==> config.mk <==
export PLATFORM = sky130hd
export DESIGN_NAME = clk_gate_ctrl
export DESIGN_NICKNAME = d
export VERILOG_FILES = /design/src/rtl/clk_gate_pkg.sv /design/src/rtl/clk_gate_timer.sv /design/src/rtl/clk_gate_ctrl.sv
export SDC_FILE = /design/constraint.sdc
export NUM_CORES = 1
export LEC_CHECK = 0
export ABC_AREA = 1
export CAP_MARGIN = 20
export CELL_PAD_IN_SITES_DETAIL_PLACEMENT = 1
export CELL_PAD_IN_SITES_GLOBAL_PLACEMENT = 2
export CORE_ASPECT_RATIO = 1.1
export CORE_MARGIN = 2
export CORE_UTILIZATION = 28
export CTS_CLUSTER_SIZE = 16
export DETAILED_ROUTE_END_ITERATION = 6
export HOLD_SLACK_MARGIN = 0.12
export PLACE_DENSITY_LB_ADDON = 0.1
export RECOVER_POWER = 50
export REMOVE_ABC_BUFFERS = 1
export SETUP_SLACK_MARGIN = 0.05
export SYNTH_ARGS = -nofsm -noshare
export SYNTH_HDL_FRONTEND = slang
export SYNTH_SLANG_ARGS = --single-unit
==> constraint.sdc <==
create_clock -name clk -period 1.9 [get_ports clk]
set_clock_uncertainty 0.15 [all_clocks]
set_input_delay 0.38 -clock clk [delete_from_list [all_inputs] [get_ports clk]]
set_output_delay 0.38 -clock clk [all_outputs]
set_load 0.05 [all_outputs]
==> src/rtl/clk_gate_pkg.sv <==
// Shared types and constants for the gated-clock enable sequencer.
package clk_gate_pkg;

   localparam int WAKE_CNT_W = 16;

   typedef enum logic [1:0] {
      CG_OFF  = 2'd0,
      CG_WAKE = 2'd1,
      CG_ON   = 2'd2,
      CG_IDLE = 2'd3
   } cg_state_e;

endpackage

==> src/rtl/clk_gate_timer.sv <==
// Loadable down-counter shared by the wake settle and idle hold-off phases.
// Decrement stops at zero, so the count can never wrap.
module clk_gate_timer #(
   parameter int CNT_W = 8
) (
   input  logic             clk,
   input  logic             rst,
   input  logic             load,
   input  logic [CNT_W-1:0] load_val,
   input  logic             dec,
   output logic [CNT_W-1:0] value,
   output logic             zero
);

   logic [CNT_W-1:0] cnt_r;

   // Counter register: load has priority over decrement.
   always_ff @(posedge clk) begin
      if (rst) begin
         cnt_r <= {CNT_W{1'b0}};
      end else if (load) begin
         cnt_r <= load_val;
      end else if (dec && (cnt_r != {CNT_W{1'b0}})) begin
         cnt_r <= cnt_r - CNT_W'(1);
      end else begin
         cnt_r <= cnt_r;
      end
   end

   assign value = cnt_r;
   assign zero  = (cnt_r == {CNT_W{1'b0}});

endmodule

==> src/rtl/clk_gate_ctrl.sv <==
// Clock-enable sequencer for a BUFGCE-style gated clock buffer: wakes on demand,
// acknowledges once the clock has settled, and drops CE after an idle hold-off.
module clk_gate_ctrl
   import clk_gate_pkg::*;
#(
   parameter int NUM_REQ     = 4,
   parameter int WAKE_CYCLES = 2,
   parameter int IDLE_CYCLES = 16,
   parameter int CNT_W       = 8
) (
   input  logic                  clk,
   input  logic                  rst,
   input  logic [NUM_REQ-1:0]    req_i,
   output logic [NUM_REQ-1:0]    ack_o,
   input  logic                  force_on_i,
   input  logic                  gate_en_i,
   output logic                  ce_o,
   output logic                  clk_on_o,
   output logic [1:0]            state_o,
   output logic [WAKE_CNT_W-1:0] wake_cnt_o
);

   localparam bit WAKE_BYPASS = (WAKE_CYCLES == 32'sd0);
   localparam bit IDLE_BYPASS = (IDLE_CYCLES == 32'sd0);
   localparam logic [CNT_W-1:0] WAKE_LOAD =
      WAKE_BYPASS ? {CNT_W{1'b0}} : CNT_W'(WAKE_CYCLES - 32'sd1);
   localparam logic [CNT_W-1:0] IDLE_LOAD =
      IDLE_BYPASS ? {CNT_W{1'b0}} : CNT_W'(IDLE_CYCLES - 32'sd1);

   cg_state_e             state_r;
   logic                  ce_r;
   logic                  clk_on_r;
   logic [WAKE_CNT_W-1:0] wake_cnt_r;

   logic                  demand_s;
   logic                  timer_load_s;
   logic [CNT_W-1:0]      timer_load_val_s;
   logic                  timer_dec_s;
   logic [CNT_W-1:0]      timer_val_s;
   logic                  timer_zero_s;
   logic                  timer_nonzero_s;

   assign demand_s        = (|req_i) | force_on_i | ~gate_en_i;
   assign timer_nonzero_s = (timer_val_s != {CNT_W{1'b0}});

   // Timer control: load on phase entry, count down only while the phase runs.
   always_comb begin
      timer_load_s     = 1'b0;
      timer_load_val_s = {CNT_W{1'b0}};
      timer_dec_s      = 1'b0;
      case (state_r)
         CG_OFF: begin
            if (demand_s && !WAKE_BYPASS) begin
               timer_load_s     = 1'b1;
               timer_load_val_s = WAKE_LOAD;
            end else begin
               timer_load_s     = 1'b0;
            end
         end
         CG_WAKE: begin
            timer_dec_s = timer_nonzero_s;
         end
         CG_ON: begin
            if (!demand_s && !IDLE_BYPASS) begin
               timer_load_s     = 1'b1;
               timer_load_val_s = IDLE_LOAD;
            end else begin
               timer_load_s     = 1'b0;
            end
         end
         CG_IDLE: begin
            if (!demand_s) begin
               timer_dec_s = timer_nonzero_s;
            end else begin
               timer_dec_s = 1'b0;
            end
         end
         default: begin
            timer_dec_s = 1'b0;
         end
      endcase
   end

   clk_gate_timer #(
      .CNT_W (CNT_W)
   ) u_timer (
      .clk      (clk),
      .rst      (rst),
      .load     (timer_load_s),
      .load_val (timer_load_val_s),
      .dec      (timer_dec_s),
      .value    (timer_val_s),
      .zero     (timer_zero_s)
   );

   // Sequencer FSM with registered CE, status and wake statistics.
   always_ff @(posedge clk) begin
      if (rst) begin
         state_r    <= CG_OFF;
         ce_r       <= 1'b0;
         clk_on_r   <= 1'b0;
         wake_cnt_r <= {WAKE_CNT_W{1'b0}};
      end else begin
         case (state_r)
            CG_OFF: begin
               if (demand_s) begin
                  ce_r <= 1'b1;
                  if (wake_cnt_r != {WAKE_CNT_W{1'b1}}) begin
                     wake_cnt_r <= wake_cnt_r + WAKE_CNT_W'(1);
                  end
                  if (WAKE_BYPASS) begin
                     state_r  <= CG_ON;
                     clk_on_r <= 1'b1;
                  end else begin
                     state_r  <= CG_WAKE;
                     clk_on_r <= 1'b0;
                  end
               end else begin
                  ce_r     <= 1'b0;
                  clk_on_r <= 1'b0;
               end
            end
            CG_WAKE: begin
               // Runs to completion even if demand goes away: minimum CE high time.
               ce_r <= 1'b1;
               if (timer_zero_s) begin
                  state_r  <= CG_ON;
                  clk_on_r <= 1'b1;
               end else begin
                  clk_on_r <= 1'b0;
               end
            end
            CG_ON: begin
               if (!demand_s && IDLE_BYPASS) begin
                  state_r  <= CG_OFF;
                  ce_r     <= 1'b0;
                  clk_on_r <= 1'b0;
               end else if (!demand_s) begin
                  state_r  <= CG_IDLE;
                  ce_r     <= 1'b1;
                  clk_on_r <= 1'b1;
               end else begin
                  ce_r     <= 1'b1;
                  clk_on_r <= 1'b1;
               end
            end
            CG_IDLE: begin
               if (demand_s) begin
                  state_r  <= CG_ON;
                  ce_r     <= 1'b1;
                  clk_on_r <= 1'b1;
               end else if (timer_zero_s) begin
                  state_r  <= CG_OFF;
                  ce_r     <= 1'b0;
                  clk_on_r <= 1'b0;
               end else begin
                  ce_r     <= 1'b1;
                  clk_on_r <= 1'b1;
               end
            end
            default: begin
               state_r  <= CG_OFF;
               ce_r     <= 1'b0;
               clk_on_r <= 1'b0;
            end
         endcase
      end
   end

   assign ce_o       = ce_r;
   assign clk_on_o   = clk_on_r;
   assign state_o    = state_r;
   assign wake_cnt_o = wake_cnt_r;
   assign ack_o      = req_i & {NUM_REQ{clk_on_r}};

endmodule

-- Yosys cells after proc, flatten, opt, wreduce, memory -nomap -nowiden
Cells that the tools add are included.
- output and inout bits: 24
- register bits: 28
- logic and storage cells: 49
- reduce and logical (&&, ||, !) cells: 9
- equal/unequal tests: 8
- bitwise logic cells: 4
- $add $sub $neg: 2
- multiplexer cells: 21
- operator list (operator ; number):
    $add 16x1->16 const B ; 1
    $mux 8 ; 2
    $ne 16x16->1 const B ; 1
    $mux 2 ; 5
    $logic_not 8->1 ; 1
    $pmux 2 s4 ; 1
    $pmux 4 s2 ; 1
    $reduce_bool 8->1 ; 1
    $sub 8x1->8 const B ; 1
    $mux 1 ; 7
    $ne 2x2->1 const B ; 3
    $and 4x4->4 ; 1
    $eq 2x2->1 const B ; 2
    $mux 4 ; 1
    $pmux 1 s2 ; 2
    $pmux 1 s4 ; 1
    $reduce_and 4->1 ; 1
    $reduce_or 4->1 ; 1
    $ne 3x3->1 const B ; 1
    $pmux 1 s3 ; 1
    $reduce_and 3->1 ; 1
    $eq 2x1->1 const B ; 1
    $logic_not 2->1 ; 1
    $or 1x1->1 ; 2
    other kinds (4) ; 4

-- Depth between registers and ports, before layout
- depth after elaboration: 8
- mapped depth: 11
- depth with buffers taken out: 10

-- Hierarchy
Synthesis repeated with hierarchy kept, for this count alone.
- cell total of the unflattened synthesis: 309
- area, all modules: 1913.1 µm²
- by module, submodules not included (module ; area each (µm²) ; instances ; cells each ; seq. area each (µm²)):
    clk_gate_ctrl ; 1312.5 ; 1 ; 205 ; 400.4
    clk_gate_timer ; 600.6 ; 1 ; 104 ; 160.2

-- Worst setup path after synthesis
Ideal clock, no wire load.
- path type: flip-flop to flip-flop
- start: register wake_cnt_r[0], in the netlist wake_cnt_o[0]
- end: register wake_cnt_r[6], in the netlist wake_cnt_o[6]
- setup time: 0.140 ns
- data arrival time: 1.812 ns
- cell stages (with the launch flop): 10
- path slack: -0.203 ns
- clock period less this slack: 2.103 ns
- cell sequence: dfxtp_1 -> ha_1 -> nand3_2 -> nor2_2 -> nand2_2 -> nor2_1 -> nor2_4 -> buf_6 -> nand2_1 -> a21oi_2
- longest elaborated chain between the ends: 2
- elaborated cells on any way between the ends: 3
- those cells by class: add/sub (1); eq/ne (1); reduce/logical (1)
- ends and longest elaborated chain (item ; RTL line ; source):
    start: declaration ; clk_gate_ctrl.sv:33 ; logic [WAKE_CNT_W-1:0] wake_cnt_r;
    start signal: assignment ; clk_gate_ctrl.sv:102 ; wake_cnt_r <= {WAKE_CNT_W{1'b0}};
    start signal: assignment ; clk_gate_ctrl.sv:109 ; wake_cnt_r <= wake_cnt_r + WAKE_CNT_W'(1);
    parallel branches: the longest is 2 deep, another holds $add 16x1->16 ; - ;
Several ways; the timed one is not identified.
A chain may end at the register's enable or synchronous reset.

-- Worst setup path after layout
- start: input req_i[0]
- end: output ack_o[0]
- longest elaborated chain between the ends: 1
- ends and longest elaborated chain (item ; RTL line ; source):
    start: declaration ; clk_gate_ctrl.sv:13 ; input logic [NUM_REQ-1:0] req_i,
    $and 4x4->4 ; clk_gate_ctrl.sv:174 ; assign ack_o = req_i & {NUM_REQ{clk_on_r}};
    end: declaration ; clk_gate_ctrl.sv:14 ; output logic [NUM_REQ-1:0] ack_o,
Every way passes these cells.

==> impl.org <==
** Detailed routing
- After detailed routing, the number of vias per cell comes to 4.60.
- Vias after detailed routing :: 1986
- First DRT Iteration DRCs :: 40
- Number of iterations in the first detailed-routing pass :: 4
- Final WL :: 5490 um
- DRC :: 0
- Average wire per cell in the routed design :: 12.7 um
- In this run the remaining antenna-violating nets after routing total 0.

** Setup path
- Data arrives at the worst endpoint at 1.22 ns.
- By startpoint and endpoint, the worst setup path is classified as in -> out.
- CP Data Required Time :: 1.37 ns
- Sort of element at the end of the critical path :: primary output
- Critical Path Fanout Max :: 2
- Crit path launch type :: primary input

** Clocking
- Root Driver :: clkbuf_8
- TritonCTS clock tree :: yes
- Inserted Clock Buffers :: 3
- For the worst-skew pair, the clock arrives at the later sink with an insertion delay of 0.28 ns.
- The clock passes through at most 2 buffers.
- Level count of the clock H-tree :: 1
- The tree built by TritonCTS fans out to 28 sinks.
- Clock slew seen by the registers of the worst setup and hold paths :: 0.10 ns

** Yosys
- Synth warnings :: 0
- The cell area that synthesis handed to floorplanning was 1850 sq um.
- Of the total synthesized cell area, the portion taken by AND, OR, NAND and NOR gates is 0.400.
- Number of cells produced by synthesis :: 285
- Counting flops with an async set or reset pin after synthesis yields a share of 0.
- Main combinational cell family by area after synthesis :: simple AND/OR/NAND/NOR gates
- Fraction of post-synthesis cell area in the top cell type by area :: 0.303
- Each instance of the synthesized netlist takes up on average 6.49 sq um.
- Flop and latch count out of synthesis :: 28
- Of the total synthesized cell area, the portion taken by XOR and XNOR cells is 0.0473.
- Post-synth top flop :: dfxtp_1
- Of the total synthesized cell area, the portion taken by full adders, half adders and majority gates is 0.0473.
- Multiplexer share of the synthesized area :: 0
- Complex-gate fraction of the synthesized area :: 0.111
- For this run, the register share of the synthesized area comes to 0.303.
- Cell accounting for the most synthesized area :: dfxtp_1
- Library cells used by synthesis :: 25
- Ranked by total cell area, the synthesized netlist is headed by dfxtp_1, nand2_1, nor2_1.
- Yosys mapped a number of flops with a built-in enable equal to 0.

** Final layout
- Of the cells placed in the final design, the portion with a size suffix greater than 1 is 0.251.
- Compared with the post-synthesis result, the final layout area differs by 41.9%.
- The final layout contains 367 nets.
- The repair_antennas step left the layout with diodes totalling 0.
- The layout has 822 filler cells.

** Global route
- GRT Resource Usage Total :: 0.165
- Wire length of the first global-routing pass :: 9310 um
- Maximum number of pins on one net before global-route repair :: 15
- The initial antenna violation count is 0.
- The number of global-route vias before repair is 2011.
- For this run the aggregate overflow at the end of global routing stands at 0.

** Floorplanning
- Die Span Y :: 89.3 um
- Die area :: 7280 sq um
- The core region is 6480 sq um.
- Initial standard-cell utilization of the core :: 0.286
- During I/O placement, the number of pins put on the boundary was 32.
- The initialized floorplan defines 31 standard-cell rows.
- In this run the horizontal extent of the chip is 81.5 um.

** STA
- After layout, the minimum clock period comes to 1.75 ns.
- Setup violations remaining at the end of the flow were counted as 0.
- Final sum of negative setup slack :: 0 ns
- Derived from the worst setup path, the maximum achievable clock frequency is 572 MHz.
- The count of endpoints failing hold in the final timing report came to 0.
- Max-slew headroom :: 0.606
- Unrepaired setup endpoints after global routing :: false
- The number of max-slew violations in the final report was 0.
- Worst slew pin tran :: 0.593 ns
- Final critical-path share of the clock period :: 0.921

** Power
- Proportion of power drawn by the clock network :: 0.107
- For this design the ratio of total power to cell area is 1200 nW/um^2.
- Sw Pwr :: 1480 uW
- Of the total power, combinational logic draws 0.650.
- Part of the power in registers :: 0.244
- Summing internal, switching and leakage power gives 3150 uW.
- Across the VDD grid, the largest voltage drop is 0.475 mV.
- Fraction of power spent switching nets :: 0.470
- The internal portion of the total power is 1670 uW.
- Reported leakage power :: 0.00114 uW

** Placed design
- Final RePlAce weighted congestion :: 0.742
- The count of buffers added on input and output ports is 31.
- Sum of net half-perimeters after detailed placement :: 4360 um

** Status
- Status :: finished, final reports clean

** Worst hold path
- Kind of path behind the tightest hold check :: reg -> reg

** Run
- Number of max-cap violations :: 0
==> what timing repair did <==
action / in CTS / in global routing
setup buffers: 1 / 0
pin swaps: 1 / 3
hold buffers: 0 / 0
gates cloned: 0 / 0
endpoints found under the setup margin: 17 / 11
resized for setup: 1 / 7
==> critical path, cell delays in order <==
cell and delay (ns):
clkdlybuf4s50_1 0.53, nand2_1 0.07, inv_1 0.10, buf_12 0.14
==> cells in the final DEF, fill, tap and decap left out, drive strengths merged <==
master and n:
or2 1, o21bai 2, nor2 48, xor2 2, a21oi 19, nand2 89, nand3 25, inv 35
dfxtp 28, ha 7, dlymetal6s2s 1, nor3 1, clkbuf 22, o21ai 8, clkdlybuf4s50 6, buf 41
a31oi 1, nand4 6, xnor2 8
==> per-layer routing <==
layer  GRT usage  up-vias  part of all wire
li1            -     1025                 -
met1       0.188      929              0.43
met2       0.320       27              0.53
met3      0.0222        5             0.026
met4      0.0401        0            0.0093
met5           0        -                 0
==> stage by stage <==
step | utilization | instance area, sq um | hold slack (ns) | cells | setup WS (ns)
floorplan | - | 1810 | 0.292 | 280 | -0.186
global placement | 0.404 | 2620 | 0.326 | 428 | -0.207
detailed placement | 0.404 | 2620 | 0.342 | 428 | -0.285
CTS | 0.414 | 2680 | 0.358 | 432 | 0.118
global route | 0.405 | 2630 | 0.383 | 432 | 0.0572
finish | 0.405 | 2630 | 0.348 | 432 | 0.150
==> power by group through the flow <==
stage | sequential, uW | clock (uW) | combinational (uW)
floorplan | 982 | 0 | 962
global placement | 777 | 0 | 2040
detailed placement | 780 | 0 | 2050
CTS | 767 | 361 | 2130
global route | 780 | 382 | 2290
finish | 767 | 335 | 2050
==> cell families (layout without fill, tap and decap cells) <==
family	count (synthesis)	after routing
flip-flops	28	28
AND/OR/NAND/NOR	170	170
XOR/XNOR	10	10
buffers and inverters	40	105
adder cells (fa/ha/maj)	7	7
AO/OA/AOI/OAI	30	30
==> state kept, by name, indices dropped and copies added, names as in the netlist <==
signal         flops
wake_cnt_o        16
clk_on_o           1
state_o            2
ce_o               1
u_timer.value      8
==> layout make-up <==
cell class | count | area, sq um | area share
Clock buffer | 3 | 41.3 | 0.0157
Multi-Input combinational cell | 217 | 1140 | 0.433
Sequential cell | 28 | 562 | 0.214
Tap cell | 82 | 103 | 0.0391
Inverter | 35 | 131 | 0.0500
Timing Repair Buffer | 67 | 653 | 0.249
==> path summary, 6_finish.rpt <==
kind                                       from                       endpoint  slack, ns  cells after the start
setup / recovery                       req_i[0]                       ack_o[0]       0.15                      4
hold / removal    u_timer.value[1]$_SDFFE_PP0P_  u_timer.value[1]$_SDFFE_PP0P_       0.35                      2
setup reg to reg        state_o[1]$_SDFFE_PP0P_     wake_cnt_o[8]$_SDFFE_PP0P_       0.18                      7
hold reg to reg   u_timer.value[1]$_SDFFE_PP0P_  u_timer.value[1]$_SDFFE_PP0P_       0.35                      2
==> Yosys cell counts (all sizes together), types with 2 or more instances <==
master   n
a21oi   19
buf      3
clkbuf   2
dfxtp   28
ha       7
inv     35
nand2   89
nand3   25
nand4    6
nor2    48
o21ai    8
o21bai   2
xnor2    8
xor2     2
(Power assumes the default switching activity.)
